--- src/rtl/uart_baud_gen.sv ---
// uart_baud_gen: runtime-programmable baud / oversampling tick generator.
// The divisor is unsigned fixed point. Its integer part sets the base sample
// period. Its fraction is accumulated, and each accumulator overflow stretches
// one period by a single cycle, so the long-term mean period is
// I + F/2^FRAC_BITS cycles. A resync pulse restarts the period and the bit
// phase, which lets the receiver align to a start-bit edge.
module uart_baud_gen #(
    parameter int SAMPLING_RATE = 16,
    parameter int DIV_WIDTH     = 16,
    parameter int FRAC_BITS     = 4
) (
    input  logic                                 clk,
    input  logic                                 rst,
    input  logic                                 en,
    input  logic                                 resync,
    input  logic [DIV_WIDTH+FRAC_BITS-1:0]       divisor,
    output logic                                 sample_tick,
    output logic                                 mid_tick,
    output logic                                 bit_tick,
    output logic [$clog2(SAMPLING_RATE)-1:0]     sample_idx,
    output logic                                 div_err
);

    localparam int IDX_W = $clog2(SAMPLING_RATE);

    logic [DIV_WIDTH-1:0] cnt;
    logic [FRAC_BITS-1:0] acc;

    logic [DIV_WIDTH-1:0] div_int;
    logic [FRAC_BITS-1:0] div_frac;
    logic                 div_low;
    logic [DIV_WIDTH-1:0] int_eff;
    logic [FRAC_BITS-1:0] frac_eff;
    logic [FRAC_BITS:0]   acc_sum;
    logic [DIV_WIDTH-1:0] cnt_resync;
    logic [DIV_WIDTH-1:0] cnt_reload;
    logic [IDX_W-1:0]     idx_next;
    logic                 boundary;

    assign div_int  = divisor[DIV_WIDTH+FRAC_BITS-1:FRAC_BITS];
    assign div_frac = divisor[FRAC_BITS-1:0];
    assign div_low  = (div_int < DIV_WIDTH'(2));

    // Clamp a too-small divisor to the shortest legal period (2 cycles).
    // Sub-cycle fractions are meaningless at that rate, so the fraction is dropped.
    always_comb begin
        int_eff  = div_int;
        frac_eff = div_frac;
        if (div_low) begin
            int_eff  = DIV_WIDTH'(2);
            frac_eff = '0;
        end
    end

    // Reload values. I >= 2 after the clamp, so I-1+carry <= I and always fits in cnt.
    assign acc_sum    = {1'b0, acc} + {1'b0, frac_eff};
    assign cnt_resync = int_eff - DIV_WIDTH'(1);
    assign cnt_reload = int_eff - DIV_WIDTH'(1) + DIV_WIDTH'(acc_sum[FRAC_BITS]);
    assign idx_next   = sample_idx + IDX_W'(1);
    assign boundary   = en && (cnt == '0);

    // Period counter, fractional accumulator, sample index and registered strobes.
    always_ff @(posedge clk or posedge rst) begin
        if (rst) begin
            cnt         <= '0;
            acc         <= '0;
            sample_idx  <= '0;
            sample_tick <= 1'b0;
            mid_tick    <= 1'b0;
            bit_tick    <= 1'b0;
            div_err     <= 1'b0;
        end else begin
            sample_tick <= 1'b0;
            mid_tick    <= 1'b0;
            bit_tick    <= 1'b0;
            if (resync) begin
                // Resync wins over a coincident boundary and over en=0.
                cnt        <= cnt_resync;
                acc        <= '0;
                sample_idx <= '0;
                div_err    <= div_low;
            end else if (boundary) begin
                cnt         <= cnt_reload;
                acc         <= acc_sum[FRAC_BITS-1:0];
                sample_idx  <= idx_next;
                sample_tick <= 1'b1;
                mid_tick    <= (idx_next == IDX_W'(SAMPLING_RATE / 2));
                bit_tick    <= (idx_next == '0);
                div_err     <= div_low;
            end else if (en) begin
                cnt <= cnt - DIV_WIDTH'(1);
            end
        end
    end

endmodule
--- config.mk ---
export PLATFORM = sky130hd
export DESIGN_NAME = uart_baud_gen
export DESIGN_NICKNAME = d
export VERILOG_FILES = /design/src/rtl/uart_baud_gen.sv
export SDC_FILE = /design/constraint.sdc
export NUM_CORES = 1
export LEC_CHECK = 0
export ABC_CLOCK_PERIOD_IN_PS = 7500
export CAP_MARGIN = 30
export CORE_ASPECT_RATIO = 0.7
export CORE_MARGIN = 2
export CORE_UTILIZATION = 30
export DETAILED_ROUTE_END_ITERATION = 16
export GPL_TIMING_DRIVEN = 1
export SKIP_LAST_GASP = 1
export SLEW_MARGIN = 20
export SYNTH_ARGS = -nofsm -noshare
export SYNTH_HDL_FRONTEND = slang
export SYNTH_SLANG_ARGS = --single-unit
export TNS_END_PERCENT = 1
--- constraint.sdc ---
create_clock -name clk -period 7.5 [get_ports clk]
set_clock_uncertainty 0.1 [all_clocks]
set_input_delay 1.5 -clock clk [delete_from_list [all_inputs] [get_ports clk]]
set_output_delay 1.5 -clock clk [all_outputs]
set_load 0.005 [all_outputs]
==> key figures <==
Timing
  • Min Tclk post-route: 5970 ps
  • Worst-margin pin slew: 734 ps
  • Final hold violations: 0
  • Relative slew slack: 0.507
  • F_max: 0.167 GHz
  • Final Max Slew Viols: 0
  • Final WS setup: 1530 ps
  • Final setup viols: 0
  • Setup_tns: 0 ps
  • Period utilisation layout: 0.796
  • RSZ-0062 raised after global routing: false
  • Final hold slack: 407 ps

Floorplan
  • Std cell rows: 28
  • Die area: 0.00930 mm2
  • Core ar.: 0.00837 mm2
  • Num ports: 32
  • Die Width: 114 um
  • Starting Density: 0.306
  • DIE HEIGHT: 81.3 um

Pwr
  • Pwr per Cell Area: 140 mW/mm2
  • Int Pwr: 307 uW
  • Part of the power in combinational logic: 0.208
  • Max VDD drop: 0.0000763 V
  • Sequential share of power: 0.404
  • Pleak: 1.13 nW
  • Total chip power: 427 uW
  • Psw: 120 uW
  • Sw frac: 0.281
  • Clk network pwr share: 0.388

Synth
  • Unique masters post-synth: 60
  • YS warnings: 0
  • Async SR Flop Fraction: 1.00
  • Post-Syn Area: 0.00256 mm2
  • Post-synthesis cell count: 318
  • Seq/Total Area, Yosys: 0.274
  • Number of flops mapped to enable cells by yosys: 0
  • Yosys reg bits: 28
  • Top FF cell, synth: dfrtp_1
  • Syn Nets: 354
  • Avg Cell Area, Syn: 8.05 um2

Clocking
  • Insertion delay to the later sink of the worst-skew pair: 280 ps
  • Clk slew on worst S/H paths: 80 ps
  • CTS max path bufs: 2
  • Cts hold-fix bufs: 0
  • Clock Sinks: 28
  • CTS tree: done
  • Post-CTS sizing: 0
  • Cts bufs inserted: 3
  • Post-CTS Setup Inserts: 0
  • Number of H-tree levels: 1
  • Root Driver: clkbuf_16

Worst hold path
  • WHS Path Cells: 2
  • Sink of the worst hold path: div_err
  • Hold Path Class: reg -> reg
  • HP Start: div_err

Finish
  • Register area: 701 um2
  • Layout cells sized above 1: 0.0676
  • Multi-input logic area: 0.00174 mm2
  • Most common cell after layout, fill and taps aside: clkdlybuf4s50_1
  • Net count, final: 377
  • Filler cells: 841
  • Non-Filler Instances: 445
  • Most frequent cells in the layout: clkdlybuf4s50_1 (31), dfrtp_1 (28), nand2_1 (27)
  • Area Overhead vs Synth: 19.1%
  • Antenna Cells: 0

Worst setup path
  • Crit path required time: 7610 ps
  • Delay-heaviest family, CP: simple AND/OR/NAND/NOR gates
  • Startpoint types: input pin
  • CP endpoint kind: flop
  • WP buf/inv: 1
  • Path depth of the worst reg2reg path: 13
  • Worst path cell trace: clkdlybuf4s50_1, or4_4, nor3_1, nand3_1, nand2_1, ha_1, nor3b_1, nand3b_1, or4_1, a21oi_2, nand4_2, or4_1, nand3_1
  • Reg-to-reg critical path startpoint: acc[0]
  • CP peak stage delay: 590 ps
  • Flop2flop setup slack: 4230 ps
  • Critical-path top delay cell: or4_4
  • Arr. time, crit path: 6080 ps
  • Critical-path maximum fanout: 7
  • WS Path Type: in -> reg
  • FF-to-FF End: cnt[14]

GRT
  • Total GRT Usage: 0.161
  • First-pass GRT wire length: 11.8 mm
  • Initial antenna violation count: 0
  • Largest net degree at the start of global routing: 36
  • Number of global-route vias before repair: 2337
  • Gr ovfl total: 0

Drt
  • DRT antenna net count: 0
  • Drt pass-1 iters: 4
  • Wirelength, routed: 6.97 mm
  • Residual DRC count: 0
  • Detail-routed via count per cell: 5.70
  • DR vias: 2537
  • DR iter-0 viols: 181
  • DR WL/cell: 15.7 um

Run
  • Number of max-cap violations: 0

Place
  • IO buf count: 31
  • GPL Wtd Cong: 0.885
  • Placed insts: 441
  • Pre-CTS setup slack: 1300 ps
  • DP HPWL: 5.29 mm

Run status
  • Status: finished clean
worst max path at each step:
stage	depth (start not counted)	end	startpoint
2_1_floorplan	13	cnt[15]	divisor[8]
3_3_place_gp	13	cnt[15]	divisor[8]
5_1_grt	13	cnt[15]	divisor[8]
6_report	13	cnt[15]	divisor[8]
4_1_cts	13	cnt[15]	divisor[8]
3_5_place_dp	13	cnt[15]	divisor[8]
sequential cells by signal, indices dropped and copies added, names as in the netlist:
signal	cells
acc	4
div_err	1
sample_idx	4
cnt	16
bit_tick	1
mid_tick	1
sample_tick	1
per-stage QoR:
step | utilization | area, um2
after CTS | 0.364 | 3050
after floorplan | - | 2560
after global placement | 0.351 | 2940
after global routing | 0.364 | 3050
after detailed placement | 0.351 | 2940
final | 0.364 | 3050
worst reg2reg max path, stage by stage (launching register included):
cell and delay (ps):
dfrtp_1 350, ha_1 170, inv_1 60, fa_1 400
nor2b_1 120, o21ai_0 80, nand2b_1 90, ha_1 190
ha_1 220, nand3_1 80, o21ai_0 540, and4_2 380
mux2i_1 190, o311ai_0 140
Yosys cell counts (4+ instances only):
cell,count,area [um2]
a21o_1,5,37.5
a21oi_1,14,70.1
a31oi_1,11,68.8
clkbuf_1,12,45.0
dfrtp_1,28,701
ha_1,11,138
inv_1,11,41.3
nand2_1,27,101
nand2b_1,6,37.5
nand3_1,10,50.1
nor2_1,23,86.3
nor3_1,11,55.1
nor4_1,9,56.3
o211ai_1,7,52.6
o21a_1,6,45.0
o21ai_0,24,120
o31ai_1,4,30.0
or3_1,8,50.1
or4_1,7,52.6
xnor2_1,13,114
xor2_1,7,61.3
per-layer routing:
metal  track usage  part of all wire  vias up
met5             0                 0        -
met4        0.0280             0.011        0
met3        0.0410             0.060        9
met2         0.251              0.43       69
met1         0.227              0.49     1224
li1              -                 -     1235
cell families after synthesis:
kind of cell	Yosys count	synth area share
XOR/XNOR	20	0.0685
adder cells (fa/ha/maj)	12	0.0616
AND/OR/NAND/NOR	133	0.290
buffers and inverters	27	0.0499
AO/OA/AOI/OAI	95	0.244
flip-flops	28	0.274
multiplexers	3	0.0122
final cells by class:
type	count	area share
clock buffers	3	0.0246
clock inverters	1	0.00985
inverters	11	0.0135
multi-input cells	263	0.570
flip-flops and latches	28	0.230
well taps	105	0.0431
repair buffers	34	0.109
power by group through the flow:
| stage | registers, mW | logic, mW | clock network (mW) |
|---|---|---|---|
| 2_1_floorplan | 0.172 | 0.0597 | 0 |
| 4_1_cts | 0.172 | 0.0891 | 0.171 |
| 6_report | 0.173 | 0.0887 | 0.166 |
| 3_5_place_dp | 0.175 | 0.0889 | 0 |
| 3_3_place_gp | 0.175 | 0.0875 | 0 |
| 5_1_grt | 0.174 | 0.100 | 0.178 |
(Power assumes the default switching activity.)
==> variant 1 (same flow settings) <==
Add an input register stage for `en`, `resync` and `divisor`, without a reset; this delays them by one clock. Comments in the files are not updated.
--- a/src/rtl/uart_baud_gen.sv
+++ b/src/rtl/uart_baud_gen.sv
@@ -25,2 +25,12 @@
 
+    logic en_q;
+    logic resync_q;
+    logic [DIV_WIDTH+FRAC_BITS-1:0] divisor_q;
+
+    always_ff @(posedge clk) begin
+        en_q      <= en;
+        resync_q  <= resync;
+        divisor_q <= divisor;
+    end
+
     logic [DIV_WIDTH-1:0] cnt;
@@ -39,4 +49,4 @@
 
-    assign div_int  = divisor[DIV_WIDTH+FRAC_BITS-1:FRAC_BITS];
-    assign div_frac = divisor[FRAC_BITS-1:0];
+    assign div_int  = divisor_q[DIV_WIDTH+FRAC_BITS-1:FRAC_BITS];
+    assign div_frac = divisor_q[FRAC_BITS-1:0];
     assign div_low  = (div_int < DIV_WIDTH'(2));
@@ -59,3 +69,3 @@
     assign idx_next   = sample_idx + IDX_W'(1);
-    assign boundary   = en && (cnt == '0);
+    assign boundary   = en_q && (cnt == '0);
 
@@ -75,3 +85,3 @@
             bit_tick    <= 1'b0;
-            if (resync) begin
+            if (resync_q) begin
                 // Resync wins over a coincident boundary and over en=0.
@@ -89,3 +99,3 @@
                 div_err     <= div_low;
-            end else if (en) begin
+            end else if (en_q) begin
                 cnt <= cnt - DIV_WIDTH'(1);
Function: changed (a bounded check fails within 4 cycles, from zero or initial values and one cycle with rst high).
==> variant 1 against the original RTL <==
  * Synthesized area increased by 20%
  * Worst setup slack improved by 1900 ps
  * Sequential cell count increased by 22
  * Die area increased by 19%
  * Power increased by 45%
  * Wire length increased by 9.5%
  * Cell area increased by 21%
  * Critical path depth increased by 2
  * Critical endpoint is now cnt[14]
  * Largest cell class unchanged
==> variant 1: results (changes against the original RTL) <==
Route
  – WL met2: 2880 um (-4.8%)
  – Vias: 2651 (+4.5%)
  – DR pass1 iterations: 5 (+1)
  – Wl on met1: 4070 um (+18%)
  – Routed len/inst: 15.0 um (-4.1%)
  – Drt initial violations: 198 (+9.4%)
  – Wire length on met3: 598 um (+44%)

Yosys
  – Ys Warns: 0 (unchanged)
  – Yosys cell types: 63 (+5.0%)
  – Post-Synthesis Cells: 348 (+9.4%)
  – Top cells by count, synth: nand2_1 (30), nor2_1 (29), dfrtp_1 (28)
  – Avg Cell Area, Syn: 8.83 um^2 (+9.8%)
  – Part of the Yosys area used for sequential elements: 0.371 (+0.0973)
  – Top cells by area, synth: dfrtp_1 (23%), dfxtp_1 (14%), xnor2_1 (4.6%)

GRT
  – Largest net degree at the start of global routing: 42 (+17%)
  – Total track usage: 0.143 (-0.0177)
  – Met3 usage: 0.0375 (-0.00356)
  – Global-route wire length before repair: 12600 um (+6.3%)
  – Met2 Resource Use GR: 0.196 (-0.0558)
  – Grt met1 use: 0.220 (-0.00642)
  – Vias in the first global route: 2429 (+3.9%)

Finish
  – Multi-In Gates: 273 (+3.8%)
  – Finished Layout Cells: 508 (+14%)
  – Biggest regs: divisor_q x20, cnt x16
  – Sequential cells: 50 (+79%)
  – Non-clock buffer share: 0.0947 (-0.0145)
  – Seq/total area: 0.310 (+0.0797)
  – Share of layout cells above drive strength 1: 0.0605 (-0.00712)
  – Non-CTS buffers: 35 (+2.9%)
  – Clock buffer cells: 7 (+4)
  – Final #Nets: 415 (+10%)
  – # fillers: 987 (+17%)
  – Inverter count: 14 (+3)
  – Area occupied by multi-input gates: 1840 um^2 (+5.7%)

Clock tree
  – Clock latency on the worst-skew pair: 300 ps (+20 ps)
  – H-tree depth: 2 (+1)
  – Num CTS Buffers: 5 (+2)

Placement
  – Placed insts: 498 (+13%)
  – Dpl cell area: 3510 um^2 (+19%)
  – Dpl ws: 3500 ps (+2200 ps)
  – HPWL Detailed: 5640 um (+6.5%)
  – GPL Wtd Cong: 0.870 (-1.7%)

Run status
  – Status: finished, final reports clean

Setup path
  – FF-to-FF path depth: 15 (+2)
  – Largest fanout on the critical path: 13 (+6)
  – Crit. Startpoint: divisor_q[8]
  – Slowest stage delay, CP: 540 ps (-50 ps)
  – Worst path slowest cell: nor4_4
  – CP arrival: 4140 ps (-1940 ps)
  – CP endpoint: cnt[14]

Power
  – Lkg Pwr: 1.40 nW (+24%)
  – PD cells: 169 nW/um^2 (+20%)
  – VDD IR max: 0.0786 mV (+3.1%)

Timing
  – Worst hold margin: 425 ps (+18.2 ps)
  – Fmax: 248 MHz (+48%)
  – Worst-Margin Slew: 836 ps (+102 ps)

Hold path
  – Worst Hold Launch: acc[0]
  – Hold WC Path Type: reg2reg
  – Hold Path End: acc[0]
-- variant 1: cell count changes after synthesis, sizes merged, moves of 6 or more --
cell / before / now
dfxtp: 0 / 22
o211ai: 7 / 0
a21oi: 15 / 21
nor2: 23 / 29
or3: 9 / 3
-- variant 1: logic make-up (layout without fill, tap and decap cells) --
family | after synthesis | in the layout | share of synthesized area
XOR/XNOR | 22 | 22 | 0.0651
flip-flops | 50 | 50 | 0.371
adder cells (fa/ha/maj) | 12 | 12 | 0.0513
buffers and inverters | 25 | 57 | 0.0317
multiplexers | 3 | 3 | 0.0102
AND/OR/NAND/NOR | 146 | 146 | 0.273
AO/OA/AOI/OAI | 90 | 90 | 0.198
-- variant 1: where the power goes --
group	switching [mW]	leakage, nW	internal [mW]
Clock	0.0984	0.0739	0.132
Combinational	0.0451	0.782	0.0397
Sequential	0.0221	0.541	0.284
Total	0.166	1.40	0.456
==> variant 2 (config.mk and constraints unchanged) <==
Made on the original files. Set the parameter `DIV_WIDTH` to 24 (it was 16).
--- a/src/rtl/uart_baud_gen.sv
+++ b/src/rtl/uart_baud_gen.sv
@@ -8,3 +8,3 @@
     parameter int SAMPLING_RATE = 16,
-    parameter int DIV_WIDTH     = 16,
+    parameter int DIV_WIDTH     = 24,
     parameter int FRAC_BITS     = 4
Interface: changed (resized divisor); port bits go from 32 to 40. No check against the original RTL was run, so the function may have changed too.
==> variant 2 against the original RTL <==
  * Cell count grew 42%
  * Wire length grew 56%
  * Sequential cell count grew 8
  * Combinational power grew 30%
  * Largest cell class unchanged
  * Power grew 54%
  * Highest routed layer unchanged
  * Largest power group is now clock
  * Synthesized area grew 34%
  * Cell area grew 38%
  * Count of clock-buffer cells in the layout grew 2
  * Worst setup slack lost 360 ps
==> variant 2: results (changes against the original RTL) <==
Clock tree
  – Clock slew at reported path FFs: 60 ps (-20 ps)
  – Clk sink count: 36 (+29%)
  – Num CTS Buffers: 5 (+2)

Route
  – Routed wire length: 10800 um (+56%)
  – Vias: 3564 (+40%)
  – DR pass1 iterations: 5 (+1)
  – Routed len/inst: 17.1 um (+9.2%)

Power
  – Lkg Pwr: 1.49 nW (+32%)

Finish
  – # fillers: 1152 (+37%)
  – Multi-In Gates: 379 (+44%)
  – Share of layout cells above drive strength 1: 0.0707 (+0.00304)
  – Seq/total area: 0.214 (-0.0158)
  – Non-clock buffer share: 0.107 (-0.00215)
  – Non-CTS buffers: 46 (+35%)
  – Clock-cell share of area: 0.0511 (+0.0167)
  – Fraction of area in multi-input gates: 0.572 (+0.00173)
  – Area occupied by multi-input gates: 2400 um^2 (+38%)
  – Biggest regs: cnt x24, acc x4, sample_idx x4
  – Inverter count: 12 (+1)

Setup path
  – Largest fanout on the critical path: 10 (+3)
  – CP endpoint: cnt[11]
  – FF-to-FF path depth: 12 (-1)
  – Slowest stage delay, CP: 660 ps (+70 ps)
  – Worst r2r dst: cnt[17]
  – CP arrival: 6380 ps (+300 ps)
  – Reg2Reg Setup Slack: 3730 ps (-500 ps)

GRT
  – Vias in the first global route: 3467 (+48%)
  – Largest net degree at the start of global routing: 45 (+25%)
  – Total track usage: 0.181 (+0.0206)

Placement
  – GPL Wtd Cong: 0.888 (+0.31%)
  – Placed insts: 625 (+42%)
  – IO buf count: 39 (+26%)

Yosys
  – Top cells by count, synth: nand2_1 (56), nor2_1 (43), dfrtp_1 (36)
  – Post-Synthesis Cells: 449 (+41%)
  – Yosys cell types: 69 (+15%)
  – Top cells by area, synth: dfrtp_1 (26%), nand2_1 (6.1%), xnor2_1 (5.9%)

Run status
  – Status: finished, final reports clean

Floorplan
  – Core Region: 11100 um^2 (+32%)
## variant 2: changes by cell type after synthesis, sizes merged, moves of 7 or more
cell,change
nand2,+29
nor2,+20
xnor2,+10
a21oi,+15
dfrtp,+8
o21ai,+7
## variant 2: layer usage
metal	vias to the layer above	routed length [um]	track usage
met4	0	46	0.0245
met1	1688	5410	0.271
met2	147	4540	0.271
met5	-	0	0
li1	1721	-	-
met3	8	844	0.0412
## variant 2: per-stage QoR
stage	worst slack [ps]	hold slack, ps
after CTS	1210	431
after floorplan	2050	395
after global placement	1110	397
final	1170	429
after detailed placement	947	410
after global routing	727	445
## variant 2: kinds of logic after synthesis
group	count (synthesis)	synth area share
and+or+nand+nor	212	0.338
AOI/OAI and AO/OA	120	0.226
DFF	36	0.262
xor gates and xnor gates	34	0.0867
buffers and inverters	34	0.0390
adders and majority gates	11	0.0423
muxes	2	0.00619
## variant 2: power breakdown
part	internal [mW]	switching (mW)
Sequential	0.208	0.0167
Clock	0.224	0.0928
Combinational	0.0504	0.0644
Total	0.483	0.174
